==> src/rtl/mmio_fifo_port.sv <==
// mmio_fifo_port: 4-word MMIO window with a TX FIFO (cpu->consumer) and RX FIFO (producer->cpu); ports: bus addr/wdata/wr/rd -> q/io_hit, tx valid/ready out, rx valid/ready in
module mmio_fifo_port #(
  parameter logic [7:0] BASE_ADDR  = 8'hF0,
  parameter int         DEPTH_LOG2 = 3
) (
  input  logic        clk,
  input  logic        reset,
  input  logic [7:0]  addr,
  input  logic [15:0] wdata,
  input  logic        wr,
  input  logic        rd,
  output logic [15:0] q,
  output logic        io_hit,
  output logic [15:0] tx_data,
  output logic        tx_valid,
  input  logic        tx_ready,
  input  logic [15:0] rx_data,
  input  logic        rx_valid,
  output logic        rx_ready
);
  localparam int DEPTH = 1 << DEPTH_LOG2;
  localparam int CW = DEPTH_LOG2 + 1;
  logic [15:0] tx_mem [DEPTH];
  logic [15:0] rx_mem [DEPTH];
  logic [DEPTH_LOG2-1:0] tx_wp, tx_rp, rx_wp, rx_rp;
  logic [CW-1:0] tx_count, rx_count;
  logic tx_ovf, rx_unf;
  logic hit, tx_empty, tx_full, rx_empty, rx_full;
  logic wr_tx, wr_ctrl, rd_rx, tx_flush, rx_flush, clr;
  logic tx_push, tx_pop, rx_push, rx_pop;
  logic [15:0] status, rdata;
  assign hit      = addr[7:2] == BASE_ADDR[7:2];
  assign tx_empty = tx_count == '0;
  assign tx_full  = tx_count == CW'(DEPTH);
  assign rx_empty = rx_count == '0;
  assign rx_full  = rx_count == CW'(DEPTH);
  assign wr_tx    = wr & hit & (addr[1:0] == 2'd0);
  assign wr_ctrl  = wr & hit & (addr[1:0] == 2'd3);
  assign rd_rx    = rd & hit & (addr[1:0] == 2'd1);
  assign tx_flush = wr_ctrl & wdata[0];
  assign rx_flush = wr_ctrl & wdata[1];
  assign clr      = wr_ctrl & wdata[2];
  assign tx_valid = !tx_empty & !reset;
  assign rx_ready = !rx_full & !reset;
  assign tx_data  = tx_mem[tx_rp];
  // a push into a full TX FIFO is judged on the pre-edge count, so a same-cycle pop cannot make room
  assign tx_push  = wr_tx & !tx_full;
  assign tx_pop   = tx_valid & tx_ready;
  assign rx_push  = rx_valid & rx_ready;
  assign rx_pop   = rd_rx & !rx_empty;
  assign status   = {4'(rx_count), 4'(tx_count), 2'b00, rx_unf, tx_ovf, rx_full, rx_empty, tx_full, tx_empty};
  always_comb
    rdata = addr[1:0] == 2'd1 ? (rx_empty ? 16'h0 : rx_mem[rx_rp]) :
            addr[1:0] == 2'd2 ? status : 16'h0;
  always_ff @(posedge clk) begin
    if (tx_push) tx_mem[tx_wp] <= wdata;
    if (rx_push) rx_mem[rx_wp] <= rx_data;
  end
  always_ff @(posedge clk)
    if (reset) begin
      q        <= '0;
      io_hit   <= 1'b0;
      tx_ovf   <= 1'b0;
      rx_unf   <= 1'b0;
      tx_wp    <= '0;
      tx_rp    <= '0;
      tx_count <= '0;
      rx_wp    <= '0;
      rx_rp    <= '0;
      rx_count <= '0;
    end else begin
      q      <= rd & hit ? rdata : 16'h0;
      io_hit <= hit;
      // a new event in the same cycle as a clear keeps the flag set
      tx_ovf <= (wr_tx & tx_full) | (tx_ovf & !clr);
      rx_unf <= (rd_rx & rx_empty) | (rx_unf & !clr);
      if (tx_flush) begin
        tx_wp    <= '0;
        tx_rp    <= '0;
        tx_count <= '0;
      end else begin
        if (tx_push) tx_wp <= tx_wp + DEPTH_LOG2'(1);
        if (tx_pop) tx_rp <= tx_rp + DEPTH_LOG2'(1);
        tx_count <= tx_count + CW'(tx_push) - CW'(tx_pop);
      end
      if (rx_flush) begin
        rx_wp    <= '0;
        rx_rp    <= '0;
        rx_count <= '0;
      end else begin
        if (rx_push) rx_wp <= rx_wp + DEPTH_LOG2'(1);
        if (rx_pop) rx_rp <= rx_rp + DEPTH_LOG2'(1);
        rx_count <= rx_count + CW'(rx_push) - CW'(rx_pop);
      end
    end
endmodule

==> config.mk <==
export PLATFORM = sky130hd
export DESIGN_NAME = mmio_fifo_port
export DESIGN_NICKNAME = d
export VERILOG_FILES = /design/src/rtl/mmio_fifo_port.sv
export SDC_FILE = /design/constraint.sdc
export NUM_CORES = 1
export LEC_CHECK = 0
export BUFFER_PORTS_ARGS = -buffer_cell sky130_fd_sc_hd__buf_2
export CELL_PAD_IN_SITES_DETAIL_PLACEMENT = 0
export CELL_PAD_IN_SITES_GLOBAL_PLACEMENT = 1
export CORE_AREA = 2 2 150 152
export CTS_BUF_LIST = sky130_fd_sc_hd__clkbuf_8
export DETAILED_ROUTE_END_ITERATION = 6
export DIE_AREA = 0 0 152 154
export PLACE_DENSITY = 0.84
export SYNTH_ARGS = -nofsm -noshare
export SYNTH_HDL_FRONTEND = slang
export SYNTH_SLANG_ARGS = --single-unit
==> constraint.sdc <==
create_clock -name clk -period 3.5 [get_ports clk]
set_input_delay 0.175 -clock clk [delete_from_list [all_inputs] [get_ports clk]]
set_output_delay 0.175 -clock clk [all_outputs]
set_load 0.005 [all_outputs]
==> impl_metrics.env <==
export IMPL_status="completed"
export IMPL_setup_ws_ns=0.758
export IMPL_clock_root_buffer="clkbuf_8"
export IMPL_cts_sinks=301
export IMPL_crit_path_top_delay_cell="or4b_1"
export IMPL_grt_setup_unrepaired="false"
export IMPL_syn_area_mm2=0.0116
export IMPL_grt_max_degree=33
export IMPL_post_cts_buffers=0
export IMPL_multi_input_area_mm2=0.00290
export IMPL_synth_seq_cells=301
export IMPL_n_fill_cell=1511
export IMPL_cp_cell_sequence="inv_1, ha_1, nor3b_1, or4b_1, ha_1, inv_1, ha_1, inv_1, fa_1, xor2_1, nor2_1"
export IMPL_grt_overflow=0
export IMPL_total_power_mw=7.26
export IMPL_io_pins=81
export IMPL_ir_drop_v=0.000382
export IMPL_ys_types=40
export IMPL_setup_viol=0
export IMPL_crit_family="adder cells"
export IMPL_first_pass_iters=4
export IMPL_finClkSkew_ns=0.0317
export IMPL_holdWs_ns=0.0205
export IMPL_track_usage=0.201
export IMPL_register_area_mm2=0.00859
export IMPL_synth_top_area_cell="edfxtp_1"
export IMPL_ys_seq_area_frac=0.740
export IMPL_antenna_left=0
export IMPL_synth_area_per_cell_um2=18.8
export IMPL_max_cap_violations=0
export IMPL_netlist_top_cells_area="edfxtp_1, mux4_2, dfxtp_1, mux2i_1, mux2_2"
export IMPL_cp_start_kind="flip-flop"
export IMPL_post_route_period_util=0.783
export IMPL_yosysWarnings=0
export IMPL_power_leakage_nw=4.54
export IMPL_synth_top_area_frac=0.662
export IMPL_postRouteWirelength_mm=23.1
export IMPL_htreeDepth=2
export IMPL_slowest_delay_ns=0.61
export IMPL_io_buffers=80
export IMPL_syn_nets=681
export IMPL_viasPerCell=5.60
export IMPL_endpoint_kind="flip-flop"
export IMPL_tightest_slew_ns=0.968
export IMPL_critPathBufInv=3
export IMPL_r2r_setup_slack_ns=0.76
export IMPL_grt_pass1_vias=6543
export IMPL_route_detailed_drc=0
export IMPL_dp_slack_ns=0.750
export IMPL_clk_pin_slew_ns=0.06
export IMPL_vias=6109
export IMPL_drv_slew=0
export IMPL_nNetsFinal=838
export IMPL_cp_required_ns=3.92
export IMPL_die_w_um=152
export IMPL_worst_ep_arrival_time_ns=3.16
export IMPL_layout_min_cycle_time_ns=2.74
export IMPL_numCtsBuffers=45
export IMPL_rows=54
export IMPL_core_area_mm2=0.0217
export IMPL_grt_pass1_wl_mm=36.0
export IMPL_drtIter0Drc=464
export IMPL_drive_gt1_frac=0.298
export IMPL_fp_dieH_um=154
export IMPL_hold_violations=0
export IMPL_path_max_fanout=6
export IMPL_critPathKind="flip-flop to flip-flop"
export IMPL_dieArea_mm2=0.0234
export IMPL_finalCoreUtilization=0.629
export IMPL_place_gp_congestion=0.810
export IMPL_hpwl_mm=14.2
export IMPL_clock_path_buffers=3
export IMPL_antenna_found_initial=0
export IMPL_start_util=0.535
export IMPL_clk_latency_ns=0.56
export IMPL_cts_tree="yes"
export IMPL_timing_fmax_ghz=0.365
export IMPL_syn2layout_area_growth_pct=17.5
export IMPL_synthCells=618
export IMPL_slew_headroom=0.353
export IMPL_p_per_area_mw_per_mm2=532
export IMPL_post_drt_wl_per_cell_um=21.2
export IMPL_hold_path_class="input port to flip-flop"
export IMPL_finalSetupTns_ns=0
export IMPL_diodes=0
==> report_power, final <==
part           switching, mW  internal, mW  total (mW)
Clock                   1.28          1.31        2.58
Sequential            0.0618          3.96        4.02
Combinational          0.328         0.330       0.658
==> layout by cell type, fill, tap and decap left out, drive strengths merged, types with 2 or more instances in the layout <==
cell / count
edfxtp: 256
buf: 105
mux4: 51
clkbuf: 46
dfxtp: 45
nor2: 33
dlygate4sd3: 33
mux2i: 32
inv: 31
nand2: 23
a21oi: 18
mux2: 17
clkinv: 16
ha: 15
a22oi: 13
o211ai: 13
nor3b: 12
xnor2: 9
nor3: 8
a21o: 4
xor2: 3
nor4: 3
nand3b: 2
nand2b: 2
nand4b: 2
nor2b: 2
fa: 2
==> layer usage <==
layer	up-vias	part of all wire	global-route usage
li1	2775	-	-
met1	3097	0.38	0.234
met2	186	0.54	0.366
met3	51	0.051	0.0411
met4	0	0.027	0.0788
met5	-	0	0
==> synth_stat cells, drive strengths merged <==
master and number:
edfxtp 256, mux4 51, dfxtp 45, nor2 33, mux2i 32, nand2 23
a21oi 18, mux2 17, ha 15, buf 14, clkbuf 14, a22oi 13
inv 13, o211ai 13, nor3b 12, xnor2 9, nor3 8, a21o 4
nor4 3, xor2 3, fa 2, nand2b 2, nand3b 2, nand4b 2
nor2b 2, a32o 1, and2 1, nand3 1, nand4 1, nand4bb 1
nor4b 1, nor4bb 1, o21ai 1, o2bb2ai 1, or2 1, or3 1
or4b 1
==> final timing paths <==
path	from	end	depth (start not counted)
setup / recovery	tx_count[2]$_SDFF_PP0_	tx_count[2]$_SDFF_PP0_	11
hold / removal	addr[3]	io_hit$_SDFF_PP0_	3
setup reg to reg	tx_count[2]$_SDFF_PP0_	tx_count[2]$_SDFF_PP0_	11
hold reg to reg	tx_ovf$_SDFF_PP0_	tx_ovf$_SDFF_PP0_	1
==> cell families after synthesis <==
| logic type | synth area share |
|---|---|
| multiplexers | 0.143 |
| XOR/XNOR | 0.00906 |
| flip-flops | 0.740 |
| AND/OR/NAND/NOR | 0.0442 |
| AO/OA/AOI/OAI | 0.0292 |
| buffers and inverters | 0.0147 |
| adder cells (fa/ha/maj) | 0.0196 |
==> flip-flops by register name, summed over array words and instances (netlist names), named ones only <==
name,count
tx_rp,3
io_hit,1
rx_rp,3
rx_unf,1
tx_mem,128
tx_wp,3
tx_count,4
tx_ovf,1
rx_count,4
rx_wp,3
q,16
rx_mem,128
==> cell type report <==
cell class,count,share of cell area
clock buffers,46,0.0464
repair buffers,138,0.0674
clock inverters,36,0.0142
flip-flops and latches,301,0.630
well taps,280,0.0257
multi-input cells,276,0.213
inverters,13,0.00358
==> metrics by stage <==
step                instances  area [um^2]
CTS                      1090        13600
global placement          975        12500
floorplan                 618        11600
finish                   1090        13600
global route             1090        13600
detailed placement        975        12500
==> repair_timing <==
action,CTS,global route
endpoints found under the hold margin,257,0
hold buffers,33,0
resized for setup,0,0
==> worst reg2reg max path, stage by stage, from the launching register on <==
cell	delay, ns
dfxtp_1	0.34
inv_1	0.09
ha_1	0.21
nor3b_1	0.17
or4b_1	0.61
ha_1	0.34
inv_1	0.05
ha_1	0.15
inv_1	0.06
fa_1	0.41
xor2_1	0.16
nor2_1	0.05
(Power assumes the default switching activity.)
